--- src/rtl/datapath_seq_pkg.sv ---
// Shared types and control-word helpers for the datapath micro-sequencer.
package datapath_seq_pkg;

  typedef enum logic [1:0] {
    IDLE = 2'd0,
    RUN  = 2'd1,
    WAIT = 2'd2,
    DONE = 2'd3
  } seq_state_t;

  localparam int unsigned CW_NOP = 0;

  localparam logic [4:0] FS_LOAD_REG  = 5'b00000;
  localparam logic [4:0] FS_LOAD_DATA = 5'b11001;
  localparam logic [4:0] FS_ADD       = 5'b00100;
  localparam logic [4:0] FS_INC       = 5'b00010;

  // Control word layout, MSB first: {DA, AA, BA, MB, FS, RW}
  function automatic int unsigned cw_width(int unsigned reg_aw, int unsigned opw);
    return 3 * reg_aw + opw + 2;
  endfunction

  function automatic int unsigned rw_lsb();
    return 0;
  endfunction

  function automatic int unsigned fs_lsb();
    return 1;
  endfunction

  function automatic int unsigned mb_lsb(int unsigned opw);
    return opw + 1;
  endfunction

  function automatic int unsigned ba_lsb(int unsigned opw);
    return opw + 2;
  endfunction

  function automatic int unsigned aa_lsb(int unsigned reg_aw, int unsigned opw);
    return opw + 2 + reg_aw;
  endfunction

  function automatic int unsigned da_lsb(int unsigned reg_aw, int unsigned opw);
    return opw + 2 + 2 * reg_aw;
  endfunction

  function automatic logic [31:0] make_cw(int unsigned reg_aw, int unsigned opw,
                                          int unsigned da, int unsigned aa,
                                          int unsigned ba, int unsigned mb,
                                          int unsigned fs, int unsigned rw);
    logic [31:0] w;
    w = (32'(da) << da_lsb(reg_aw, opw)) | (32'(aa) << aa_lsb(reg_aw, opw)) |
        (32'(ba) << ba_lsb(opw))         | (32'(mb) << mb_lsb(opw))         |
        (32'(fs) << fs_lsb())            | (32'(rw) << rw_lsb());
    return w;
  endfunction

endpackage

--- src/rtl/datapath_sequencer_mem.sv ---
// Program store: one write port, one registered read port that drives cw_out.
module seq_prog_mem #(
  parameter int DEPTH = 8,
  parameter int CW_W  = 16,
  parameter int AW    = $clog2(DEPTH)
) (
  input  logic            clk,
  input  logic            reset_b,
  input  logic            wr_en,
  input  logic [AW-1:0]   wr_addr,
  input  logic [CW_W-1:0] wr_data,
  input  logic            rd_en,
  input  logic [AW-1:0]   rd_addr,
  output logic [CW_W-1:0] rd_data
);

  logic [CW_W-1:0] r_mem [DEPTH];
  logic [CW_W-1:0] r_rd_data;

  always_ff @(posedge clk) begin
    if (wr_en) r_mem[wr_addr] <= wr_data;
  end

  // Only the output register resets; a disabled read presents NOP.
  always_ff @(posedge clk) begin
    if (!reset_b)   r_rd_data <= '0;
    else if (rd_en) r_rd_data <= r_mem[rd_addr];
    else            r_rd_data <= '0;
  end

  assign rd_data = r_rd_data;

endmodule

--- src/rtl/datapath_sequencer.sv ---
// Micro-sequencer issuing stored control words to Datapath, free-running or single-step.
module datapath_sequencer
  import datapath_seq_pkg::*;
#(
  parameter int REG_AW = 3,
  parameter int OPW    = 5,
  parameter int DEPTH  = 8,
  parameter int CW_W   = 3 * REG_AW + OPW + 2,
  parameter int PC_W   = $clog2(DEPTH)
) (
  input  logic            clk,
  input  logic            reset_b,
  input  logic            wr_en,
  input  logic [CW_W-1:0] wr_data,
  input  logic            clear,
  input  logic            start,
  input  logic            step_mode,
  input  logic            step,
  input  logic            halt_on_z,
  input  logic            z_in,
  output logic [CW_W-1:0] cw_out,
  output logic            cw_valid,
  output logic [PC_W-1:0] pc,
  output logic [PC_W:0]   prog_len,
  output logic            busy,
  output logic            done,
  output logic            overflow
);

  localparam logic [PC_W:0] LEN_FULL = (PC_W + 1)'(DEPTH);

  seq_state_t      r_state, w_state_nx;
  logic [PC_W-1:0] r_pc, w_pc_nx;
  logic [PC_W:0]   r_prog_len, w_len_nx;
  logic            r_overflow, w_ovf_nx;
  logic            r_cw_valid, r_busy, r_done;
  logic            w_mem_we, w_full, w_last;
  logic [CW_W-1:0] w_rd_data;

  assign w_full = (r_prog_len == LEN_FULL);
  assign w_last = (({1'b0, r_pc} + (PC_W + 1)'(1)) == r_prog_len);

  always_comb begin
    w_state_nx = r_state;
    w_pc_nx    = r_pc;
    w_len_nx   = r_prog_len;
    w_ovf_nx   = r_overflow;
    w_mem_we   = 1'b0;
    if (clear) begin
      w_state_nx = IDLE;
      w_pc_nx    = '0;
      w_len_nx   = '0;
      w_ovf_nx   = 1'b0;
    end else begin
      case (r_state)
        IDLE: begin
          if (start && (r_prog_len != '0)) begin
            w_state_nx = RUN;
            w_pc_nx    = '0;
          end else if (wr_en && !start) begin
            if (!w_full) begin
              w_mem_we = 1'b1;
              w_len_nx = r_prog_len + (PC_W + 1)'(1);
            end else begin
              w_ovf_nx = 1'b1;
            end
          end
        end
        RUN: begin
          if (w_last || (halt_on_z && z_in)) begin
            w_state_nx = DONE;
          end else if (step_mode) begin
            w_state_nx = WAIT;
          end else begin
            w_pc_nx = r_pc + PC_W'(1);
          end
        end
        WAIT: begin
          if (step || !step_mode) begin
            w_state_nx = RUN;
            w_pc_nx    = r_pc + PC_W'(1);
          end
        end
        DONE: begin
          if (start) begin
            w_state_nx = RUN;
            w_pc_nx    = '0;
          end
        end
        default: w_state_nx = IDLE;
      endcase
    end
  end

  // Flags are registered from the next state so every output is a flop.
  always_ff @(posedge clk) begin
    if (!reset_b) begin
      r_state    <= IDLE;
      r_pc       <= '0;
      r_prog_len <= '0;
      r_overflow <= 1'b0;
      r_cw_valid <= 1'b0;
      r_busy     <= 1'b0;
      r_done     <= 1'b0;
    end else begin
      r_state    <= w_state_nx;
      r_pc       <= w_pc_nx;
      r_prog_len <= w_len_nx;
      r_overflow <= w_ovf_nx;
      r_cw_valid <= (w_state_nx == RUN);
      r_busy     <= (w_state_nx == RUN) || (w_state_nx == WAIT);
      r_done     <= (w_state_nx == DONE);
    end
  end

  seq_prog_mem #(
    .DEPTH (DEPTH),
    .CW_W  (CW_W),
    .AW    (PC_W)
  ) u_mem (
    .clk     (clk),
    .reset_b (reset_b),
    .wr_en   (w_mem_we & reset_b),
    .wr_addr (r_prog_len[PC_W-1:0]),
    .wr_data (wr_data),
    .rd_en   (w_state_nx == RUN),
    .rd_addr (w_pc_nx),
    .rd_data (w_rd_data)
  );

  assign cw_out   = w_rd_data;
  assign cw_valid = r_cw_valid;
  assign pc       = r_pc;
  assign prog_len = r_prog_len;
  assign busy     = r_busy;
  assign done     = r_done;
  assign overflow = r_overflow;

endmodule

--- config.mk ---
export PLATFORM = sky130hd
export DESIGN_NAME = datapath_sequencer
export DESIGN_NICKNAME = d
export VERILOG_FILES = /design/src/rtl/datapath_seq_pkg.sv /design/src/rtl/datapath_sequencer_mem.sv /design/src/rtl/datapath_sequencer.sv
export SDC_FILE = /design/constraint.sdc
export NUM_CORES = 1
export LEC_CHECK = 0
export ABC_CLOCK_PERIOD_IN_PS = 6100
export BUFFER_PORTS_ARGS = -buffer_cell sky130_fd_sc_hd__buf_2
export CAP_MARGIN = 20
export CORE_ASPECT_RATIO = 0.8
export CORE_MARGIN = 10
export CORE_UTILIZATION = 45
export CTS_BUF_LIST = sky130_fd_sc_hd__clkbuf_4
export DETAILED_ROUTE_END_ITERATION = 10
export GPL_ROUTABILITY_DRIVEN = 0
export PLACE_DENSITY = 0.63
export SYNTH_ARGS = -nofsm -noshare
export SYNTH_HDL_FRONTEND = slang
export SYNTH_SLANG_ARGS = --single-unit
--- constraint.sdc ---
create_clock -name clk -period 6.1 [get_ports clk]
set_clock_uncertainty 0.15 [all_clocks]
set_input_delay 1.22 -clock clk [delete_from_list [all_inputs] [get_ports clk]]
set_output_delay 1.22 -clock clk [all_outputs]
set_load 0.02 [all_outputs]
==> Yosys cells after proc, flatten, opt, wreduce, memory -nomap -nowiden <==
Memories as Yosys holds them, arrays and structs flattened. A register that Yosys moved wholly into a read port is not among the register bits.
Index checks and enable logic that the tools add are counted.
{ "classes": {"n_reduce_logical": 15, "add_sub_neg": 3, "bitwise": 4, "magnitude_cmp": 0, "div_mod_pow": 0, "muxes": 21, "eq_ne": 8, "multipliers": 0, "n_shift": 0} }
{ "op_table": {"columns": ["op", "count"], "rows": [
  ["$mux 3", 6],
  ["$mux 2", 6],
  ["$pmux 3 s4", 1],
  ["$eq 2x2->1 const B", 4],
  ["$pmux 2 s4", 1],
  ["$reduce_and 4->1", 2],
  ["$mux 1", 7],
  ["$add 3x1->4 const B", 1],
  ["$add 4x1->4 const B", 1],
  ["$eq 2x1->1 const B", 2],
  ["$eq 4x4->1", 1],
  ["$eq 4x4->1 const B", 1],
  ["$reduce_bool 4->1", 1],
  ["$add 3x1->3 const B", 1],
  ["$logic_and 1x1->1", 3],
  ["$logic_not 1->1", 3],
  ["$logic_or 1x1->1", 3],
  ["$not 1->1", 3],
  ["$logic_not 2->1", 1],
  ["$reduce_and 2->1", 1],
  ["$reduce_or 2->1", 1],
  ["$and 1x1->1", 1]
]} }
{ "word_totals": {"reg_bits": 13, "out_inout_bits": 27, "latch_bits": 0, "ramBits": 128, "input_bits": 25, "n_memories": 1, "word_cells": 59, "romBits": 0} }
{ "mem_list": {"columns": ["memory", "depth", "word_bits", "rd", "rd_clocked_by_memory_dff", "wr", "line_no", "source"], "rows": [
  ["u_mem.r_mem", 8, 16, 1, 1, 1, "datapath_sequencer_mem.sv:17", "logic [CW_W-1:0] r_mem [DEPTH];"]
]} }

==> Depth between registers and ports, before layout <==
Gate-level depths: netlist of the first run.
{ "depth": {"word_depth": 9, "mapped_depth": 13} }

==> Hierarchy <==
A second synthesis of the first run with hierarchy kept.
{ "unflattened": {"cells_unflattened": 405, "hier_area_um2": 6222.2} }
{ "by_module_without_submodules": {"columns": ["mod", "area_each_um2", "instances", "cells_each"], "rows": [
  ["seq_prog_mem", 5406.4, 1, 306],
  ["datapath_sequencer", 815.8, 1, 99]
]} }

==> Worst setup path after synthesis of the first run <==
Ideal clock, no wire load.
{ "synth_path": {"path_type": "input port to flip-flop", "from": "input port clear", "to": "memory u_mem.r_mem[1][0], enable pin", "path_buffers": 2, "path_slack_ns": 2.066, "setup_time_ns": 0.409, "arrival_ns": 3.475, "cell_stages": 7, "cell_sequence": "inv_1 -> clkbuf_1 -> clkbuf_1 -> nand2_1 -> nor2_1 -> nand2_1 -> nor3_1"} }
{ "synth_between": {"elab_chain_len": 4} }
{ "synth_rtl": {"columns": ["item", "line_no", "source"], "rows": [
  ["start: declaration", "datapath_sequencer.sv:15", "input logic clear,"],
  ["$mux 1", "datapath_sequencer.sv:49", "if (clear) begin"],
  ["$and 1x1->1", "datapath_sequencer.sv:123", ".wr_en (w_mem_we & reset_b),"],
  ["$mux 1", "datapath_sequencer_mem.sv:21", "if (wr_en) r_mem[wr_addr] <= wr_data;"],
  ["$mux 1 (implied by the code)", "datapath_sequencer_mem.sv:21", null],
  ["end: declaration", "datapath_sequencer_mem.sv:17", null]
]} }
No other way between the ends.

==> Worst setup path in the final report of the first run <==
{ "layout_path": {"from": "input port clear", "to": "register u_mem.r_rd_data[6], in the netlist u_mem.rd_data[6], read port of u_mem.r_mem"} }
{ "layout_between": {"elab_chain_len": 4, "word_cells_on_any_way": 5, "cone_classes": "eq/ne (1); mux (2); reduce/logical (2)"} }
{ "layout_rtl": {"columns": ["item", "line_no", "source"], "rows": [
  ["$mux 2", "datapath_sequencer.sv:49", null],
  ["$eq 2x1->1", "datapath_sequencer.sv:126", ".rd_en (w_state_nx == RUN),"],
  ["$reduce_and 2->1 (no line)", null, null],
  ["$logic_not 1->1 (no line)", null, null],
  ["end: declaration", "datapath_sequencer_mem.sv:18", "logic [CW_W-1:0] r_rd_data;"]
]} }
Several ways; a longest one is shown, not always the timed one.
A chain may end at the register's enable or synchronous reset.

==> results of run 1 <==
## path summary, 6_finish.rpt
path	startpoint	endpoint	cells after the start
max	clear	u_mem.rd_data[6]$_SDFF_PN0_	6
min	overflow$_SDFFE_PP0P_	overflow$_SDFFE_PP0P_	2
max reg2reg	prog_len[1]$_SDFFE_PP0P_	u_mem.rd_data[7]$_SDFF_PN0_	10
min reg2reg	overflow$_SDFFE_PP0P_	overflow$_SDFFE_PP0P_	2
## layer usage
layer | wire length (µm) | vias up | track usage (%) | part of all wire (%)
met5 | 13 | - | 0 | 0.090
met4 | 149 | 2 | 4.37 | 1.0
met3 | 913 | 16 | 3.41 | 6.3
met2 | 6550 | 143 | 22.7 | 45
met1 | 6880 | 1986 | 20.4 | 47
li1 | - | 1873 | - | -
## placed cells by master, fill, tap and decap left out, types with 3 or more instances in the layout
cell type / n
clkinv_2: 4
clkinvlp_4: 4
nor2_1: 16
dfxtp_1: 29
buf_4: 11
a211oi_1: 48
nor4b_2: 6
inv_1: 7
and2_1: 5
a21oi_1: 4
xor2_1: 3
and3_1: 47
nand2_1: 13
edfxtp_1: 128
a31oi_1: 17
nand3_1: 19
o21ai_0: 17
buf_2: 51
ha_1: 5
clkbuf_4: 21
nand2b_1: 4
nor4b_1: 10
## through the flow
| stage | cell area [µm²] | hold WS [ps] | setup WS [ps] |
|---|---|---|---|
| floorplan | 6380 | 442 | 2070 |
| global placement | 6810 | 302 | 1920 |
| detailed placement | 6810 | 315 | 1800 |
| CTS | 7040 | 343 | 2380 |
| global route | 7040 | 378 | 2130 |
| finish | 7040 | 335 | 2340 |
## power breakdown
part           total (W)  internal [W]  switching (W)
logic          0.0000527     0.0000150      0.0000377
registers        0.00116       0.00116     0.00000176
clock network   0.000534      0.000176       0.000358
## cell type report
class / instances / share of cell area (%)
Multi-Input combinational cell: 252 / 25.6
Clock buffer: 21 / 2.24
Timing Repair Buffer: 62 / 4.80
Sequential cell: 157 / 62.8
Inverter: 7 / 0.373
Tap cell: 180 / 3.20
Clock inverter: 11 / 1.01
## state kept, by name, indices dropped and copies added (netlist names)
signal and cells:
busy 1, cw_valid 1, done 1, overflow 1, pc 3, prog_len 4
r_state 2, u_mem.r_mem 128, u_mem.rd_data 16
## synth_stat cells (2+ instances only)
cell and n:
edfxtp_1 128, a211oi_1 48, and3_1 47, dfxtp_1 29
nand3_1 19, clkbuf_1 18, a31oi_1 17, o21ai_0 17
nor2_1 16, nand2_1 13, nor4b_1 10, buf_2 8
inv_1 7, nor4b_2 6, and2_1 5, ha_1 5
a21oi_1 4, nand2b_1 4, nor3_1 4, xor2_1 3
a211o_2 2, buf_4 2, nand4_1 2, nor2b_1 2
o211ai_1 2, o22ai_1 2, xnor2_1 2
## cells by family after synthesis
group / count (synthesis) / share of synthesized area, %
AND/OR/NAND/NOR: 134 / 13.4
adder cells (fa/ha/maj): 5 / 0.981
AO/OA/AOI/OAI: 105 / 12.3
multiplexers: 2 / 0.392
flip-flops: 157 / 69.3
buffers and inverters: 37 / 2.59
XOR/XNOR: 6 / 1.08
## worst reg2reg max path, cell delays in order, from the launching register on
cell and delay (ps):
dfxtp_1 460, inv_1 130, ha_1 210, or3b_2 490
nand3_1 170, o211ai_1 180, a32oi_2 270, nand2_1 640
buf_4 500, a211oi_1 350, nor4b_2 80
==> parameters.txt, run 1 <==
Parameter                              Value

Global routing
  Vias in the first global route    3849
  Maximum number of pins on one net before global-route repair    63
  Total congestion overflow    0
  Initial antenna violation count    1
  Wire length of the first global-routing pass    22500 µm
  Overall fraction of global-route tracks in use    14.8%

Route
  Via count    4020
  DR DRC count    0
  DRC violation total after the first TritonRoute iteration    272
  Final Routed Wirelength    14500 µm
  Count of nets left with antenna violations after detail routing    0
  Average via count per standard cell    5.83
  TritonRoute pass-1 iters    5
  Post-detailed-route wirelength per cell    21.0 µm

Floorplan
  Die outline width    153 µm
  Core Region    13700 µm²
  Height of the chip    127 µm
  Die Footprint    19400 µm²
  # IOs    52
  Number of standard-cell rows in the floorplan    38
  Effective utilization at floorplan    46.4%

Critical path
  Crit end category    flip-flop
  Slowest stage cell on the critical path    nand2_1
  Category of the worst setup path launch point    input pin
  Largest driver fanout on the critical path    33
  Cell chain of the critical path    buf_2, inv_1, nand2_1, buf_4, a211oi_1, nor4b_1
  Critical path data arrival time    4060 ps
  Family with the most delay on the worst path    buffers and inverters
  WP buf/inv    3
  Worst reg2reg setup slack    2370 ps
  Crit Path Class    in2reg
  Worst path max stage delay    970 ps
  Req. time, crit path    6400 ps

Timing
  Final Hold Viols    0
  Slew HR    29.2%
  Highest clock rate    266 MHz
  Total negative setup slack    0 ps
  Final worst-path cycle share    61.7%
  RSZ-0062 raised after global routing    no
  Shortest period the worst path allows    3760 ps
  Setup violators final    0
  Final Max Tran Viols    0
  Slew at the pin with the worst max-slew slack    1060 ps

Cells and area
  Net total in the final layout    527
  Final Core Density    51.3%
  Multi-input gate area    1800 µm²
  Diodes inserted    0
  Filler Cells Inserted    1178
  Layout cell share with drive strength beyond 1    22.4%
  Area grow syn2layout    10.4%
  Count of placed standard cells in the final layout, fillers left out    690
  Area taken by flip-flops and latches    4420 µm²

Yosys
  #FFs+latches synth    157
  Synth top area share    60.2%
  Post-Syn Instances    446
  Cell area after technology mapping    6380 µm²
  Post-Syn Area per Cell    14.3 µm²
  YS warnings    0
  Synth area leader    edfxtp_1
  Synthesized netlist net count    476
  Dominant synthesized flop cell    edfxtp_1
  Number of enable flip-flop cells after synthesis    128
  Post-synth ARST share    0%
  Synth area leaders    edfxtp_1 60%, dfxtp_1 9.1%, a211oi_1 5.6%
  Sequential-to-total area share from yosys stat    69.3%
  Number of different library cells in the post-synthesis netlist    51

CTS
  TritonCTS clock tree    built
  Clock tree root buffer cell    clkbuf_4
  Buffers inserted during post-CTS setup optimization    0
  Clock latency on the worst-skew pair    540 ps
  Clk sinks    157
  Hold Buf Count CTS    0
  Level count of the clock H-tree    4
  CTS Buf Count    17
  Buffer depth of the longest clock path    2
  Number of resized instances in the post-cts repair step    0
  Clk pin slew, worst setup/hold paths    120 ps

Place
  Placed wire-length estimate    8420 µm
  Number of cells after detailed placement    658
  Count of input and output buffers    51

Power
  Static Leakage    2.47 nW
  Overall Power    0.00175 W
  Max VDD drop    0.000172 V
  P per Cell Area    248 nW/µm²

Outcome
  Run status    complete, no violations

Worst hold path
  Worst Hold Class    reg2reg

Job
  Maximum Capacitance Violations    0
No activity file was read; power rests on OpenSTA's default activity.
==> run 2, diff against run 1 <==
- ABC_CLOCK_PERIOD_IN_PS: 6100 -> 3600
- clock period: 6.1 -> 3.6 ns (I/O delays scaled with it)
==> run 2 against run 1 <==
  * Sequential power up 70%
  * Clock power increased by 70%
  * Global-route usage rose by 0.55 points
  * Count of clock-buffer cells in the layout decreased by 3
  * First-iteration DRC count rose by 29%
  * Utilization grew 1.5 points
  * Power is 70% higher
  * Wire length grew 3.0%
  * Worst setup slack worse by 2100 ps
  * Sequential share of layout area shrank 1.8 points
  * Combinational power is 83% higher
  * Largest cell class unchanged
==> parameters.txt, run 2 (same netlist as run 1, synthesis figures left out) <==
Parameter                              Value

Job
  Maximum Capacitance Violations    0 (unchanged)

Timing
  Final Hold Viols    0 (unchanged)
  Total negative setup slack    0 ps (unchanged)
  Final Hold Slack    273 ps (-61.8 ps)
  RSZ-0062 raised after global routing    no
  Highest clock rate    301 MHz
  Slew HR    57.2% (+28 points)
  Shortest period the worst path allows    3320 ps
  Final Max Tran Viols    0 (unchanged)
  Setup violators final    0 (unchanged)
  Final worst-path cycle share    92.2%
  Slew at the pin with the worst max-slew slack    642 ps (-416 ps)

Route
  Post-detailed-route wirelength per cell    21.0 µm (-0.16%)
  TritonRoute pass-1 iters    5 (unchanged)
  Via count    4083 (+1.6%)
  DR DRC count    0 (unchanged)
  Final Routed Wirelength    14900 µm (+3.0%)
  DRC violation total after the first TritonRoute iteration    350 (+29%)
  Count of nets left with antenna violations after detail routing    0 (unchanged)
  Average via count per standard cell    5.73 (-1.6%)

CTS
  Clk pin slew, worst setup/hold paths    130 ps (about the same)
  Clk sinks    157 (unchanged)
  Buffers inserted during post-CTS setup optimization    0 (unchanged)
  Hold Buf Count CTS    0 (unchanged)
  Clock latency on the worst-skew pair    540 ps (about the same)
  TritonCTS clock tree    built
  Level count of the clock H-tree    4 (unchanged)
  Clock tree root buffer cell    clkbuf_4
  CTS Buf Count    17 (unchanged)
  Buffer depth of the longest clock path    2 (unchanged)
  Number of resized instances in the post-cts repair step    0 (unchanged)

Global routing
  Initial antenna violation count    1 (unchanged)
  Total congestion overflow    0 (unchanged)
  GR met1 Demand/Resource    21.4% (+0.96 points)
  GRT Max-Usage Layer    met2
  Overall fraction of global-route tracks in use    15.3% (+0.55 points)
  Maximum number of pins on one net before global-route repair    66 (+4.8%)
  Wire length of the first global-routing pass    23200 µm (+3.1%)
  Global routing met3 resource utilization    4.49% (+1.1 points)
  Vias in the first global route    4047 (+5.1%)
  Met2 capacity usage during global routing    22.5% (-0.18 points)

Floorplan
  Height of the chip    127 µm (unchanged)
  Core Region    13700 µm² (unchanged)
  # IOs    52 (unchanged)
  Effective utilization at floorplan    46.4% (unchanged)
  Die Footprint    19400 µm² (unchanged)
  Die outline width    153 µm (unchanged)
  Number of standard-cell rows in the floorplan    38 (unchanged)

Critical path
  Req. time, crit path    3880 ps (-2520 ps)
  WP buf/inv    1 (-2)
  Cell chain of the critical path    ha_1, xor2_1, nor3_4, and2_1, o31a_1, o21ai_0, nand2b_1, ha_1, nand2_1, buf_4, a31oi_1, nor4b_1
  R2R Path Start    pc[0]$_SDFF_PN0_
  Startpoint of the most critical setup path    pc[0]$_SDFF_PN0_
  Critical path data arrival time    3600 ps (-460 ps)
  Largest driver fanout on the critical path    7 (-79%)
  Family with the most delay on the worst path    simple AND/OR/NAND/NOR gates
  Worst path max stage delay    510 ps (-460 ps)
  Critical Path Most Common Cell    ha_1
  Crit Path Class    reg2reg
  Slowest stage cell on the critical path    dfxtp_1
  Category of the worst setup path launch point    flip-flop
  Crit end category    flip-flop

Power
  Sequential group share of total power    66.2% (-0.2 points)
  Design internal power    0.00227 W (+68%)
  Share of total power consumed by net switching    23.5% (+0.81 points)
  Max VDD drop    0.000226 V (+32%)
  Net switching power figure    0.000700 W (+76%)
  Power share of the combinational group    3.2% (+0.2 points)
  P per Cell Area    410 nW/µm² (+65%)
  Overall Power    0.00297 W (+70%)
  Static Leakage    2.59 nW (+4.8%)
  Clock power frac    30.6% (about the same)

Cells and area
  Area grow syn2layout    13.6%
  Commonest non-fill, non-tap cells in the layout    128 x edfxtp_1, 51 x buf_2, 48 x a211oi_1
  Diodes inserted    0 (unchanged)
  Layout cell share with drive strength beyond 1    25.2% (+2.8 points)
  Net total in the final layout    549 (+4.2%)
  Most common cell after layout, fill and taps aside    edfxtp_1
  Top register by number of flip-flops    u_mem.r_mem
  Number of flip-flops under the largest register name    128 (unchanged)
  Filler Cells Inserted    1187 (+0.76%)

Place
  Count of input and output buffers    51 (unchanged)
  Placed wire-length estimate    9390 µm (+12%)

Worst hold path
  Worst Hold Class    in2reg
  Start point of the worst min-delay path    reset_b

Outcome
  Run status    complete, no violations
run 2: layout make-up:
cell class,instances,area [µm²],area share (%)
clock buffers,18,135,1.86
clock inverters,14,97.6,1.35
inverters,7,26.3,0.362
multi-input cells,252,1800,24.8
flip-flops and latches,157,4420,61.0
well taps,180,225,3.11
repair buffers,84,541,7.46
run 2: path summary, 6_finish.rpt:
kind	to	slack, ps	cells after the start
min	done$_SDFF_PN0_	270	2
max	u_mem.rd_data[6]$_SDFF_PN0_	280	12
max reg2reg	u_mem.rd_data[6]$_SDFF_PN0_	280	12
min reg2reg	overflow$_SDFFE_PP0P_	350	2
run 2: per-layer routing:
metal  share of wire [%]  vias to the layer above
met1                  47                     1994
met3                 7.1                       19
met4                 1.1                        2
met5               0.087                        -
met2                  45                      157
li1                    -                     1911
run 2: power groups by stage:
stage,logic [W],clock network [W],registers (W)
detailed placement,0.0000963,0,0.00201
CTS,0.0000969,0.000937,0.00197
floorplan,0.0000397,0,0.00201
global placement,0.0000941,0,0.00201
finish,0.0000963,0.000910,0.00197
global route,0.000106,0.00101,0.00197
run 2: per-stage QoR:
stage / setup slack, ps / instance area [µm²] / instances / utilization (%)
floorplan: 66.1 / 6380 / 446 / -
global placement: 329 / 7020 / 680 / 51.1
detailed placement: 303 / 7020 / 680 / 51.1
CTS: 292 / 7250 / 712 / 52.8
global route: 24.5 / 7250 / 712 / 52.8
finish: 280 / 7250 / 712 / 52.8
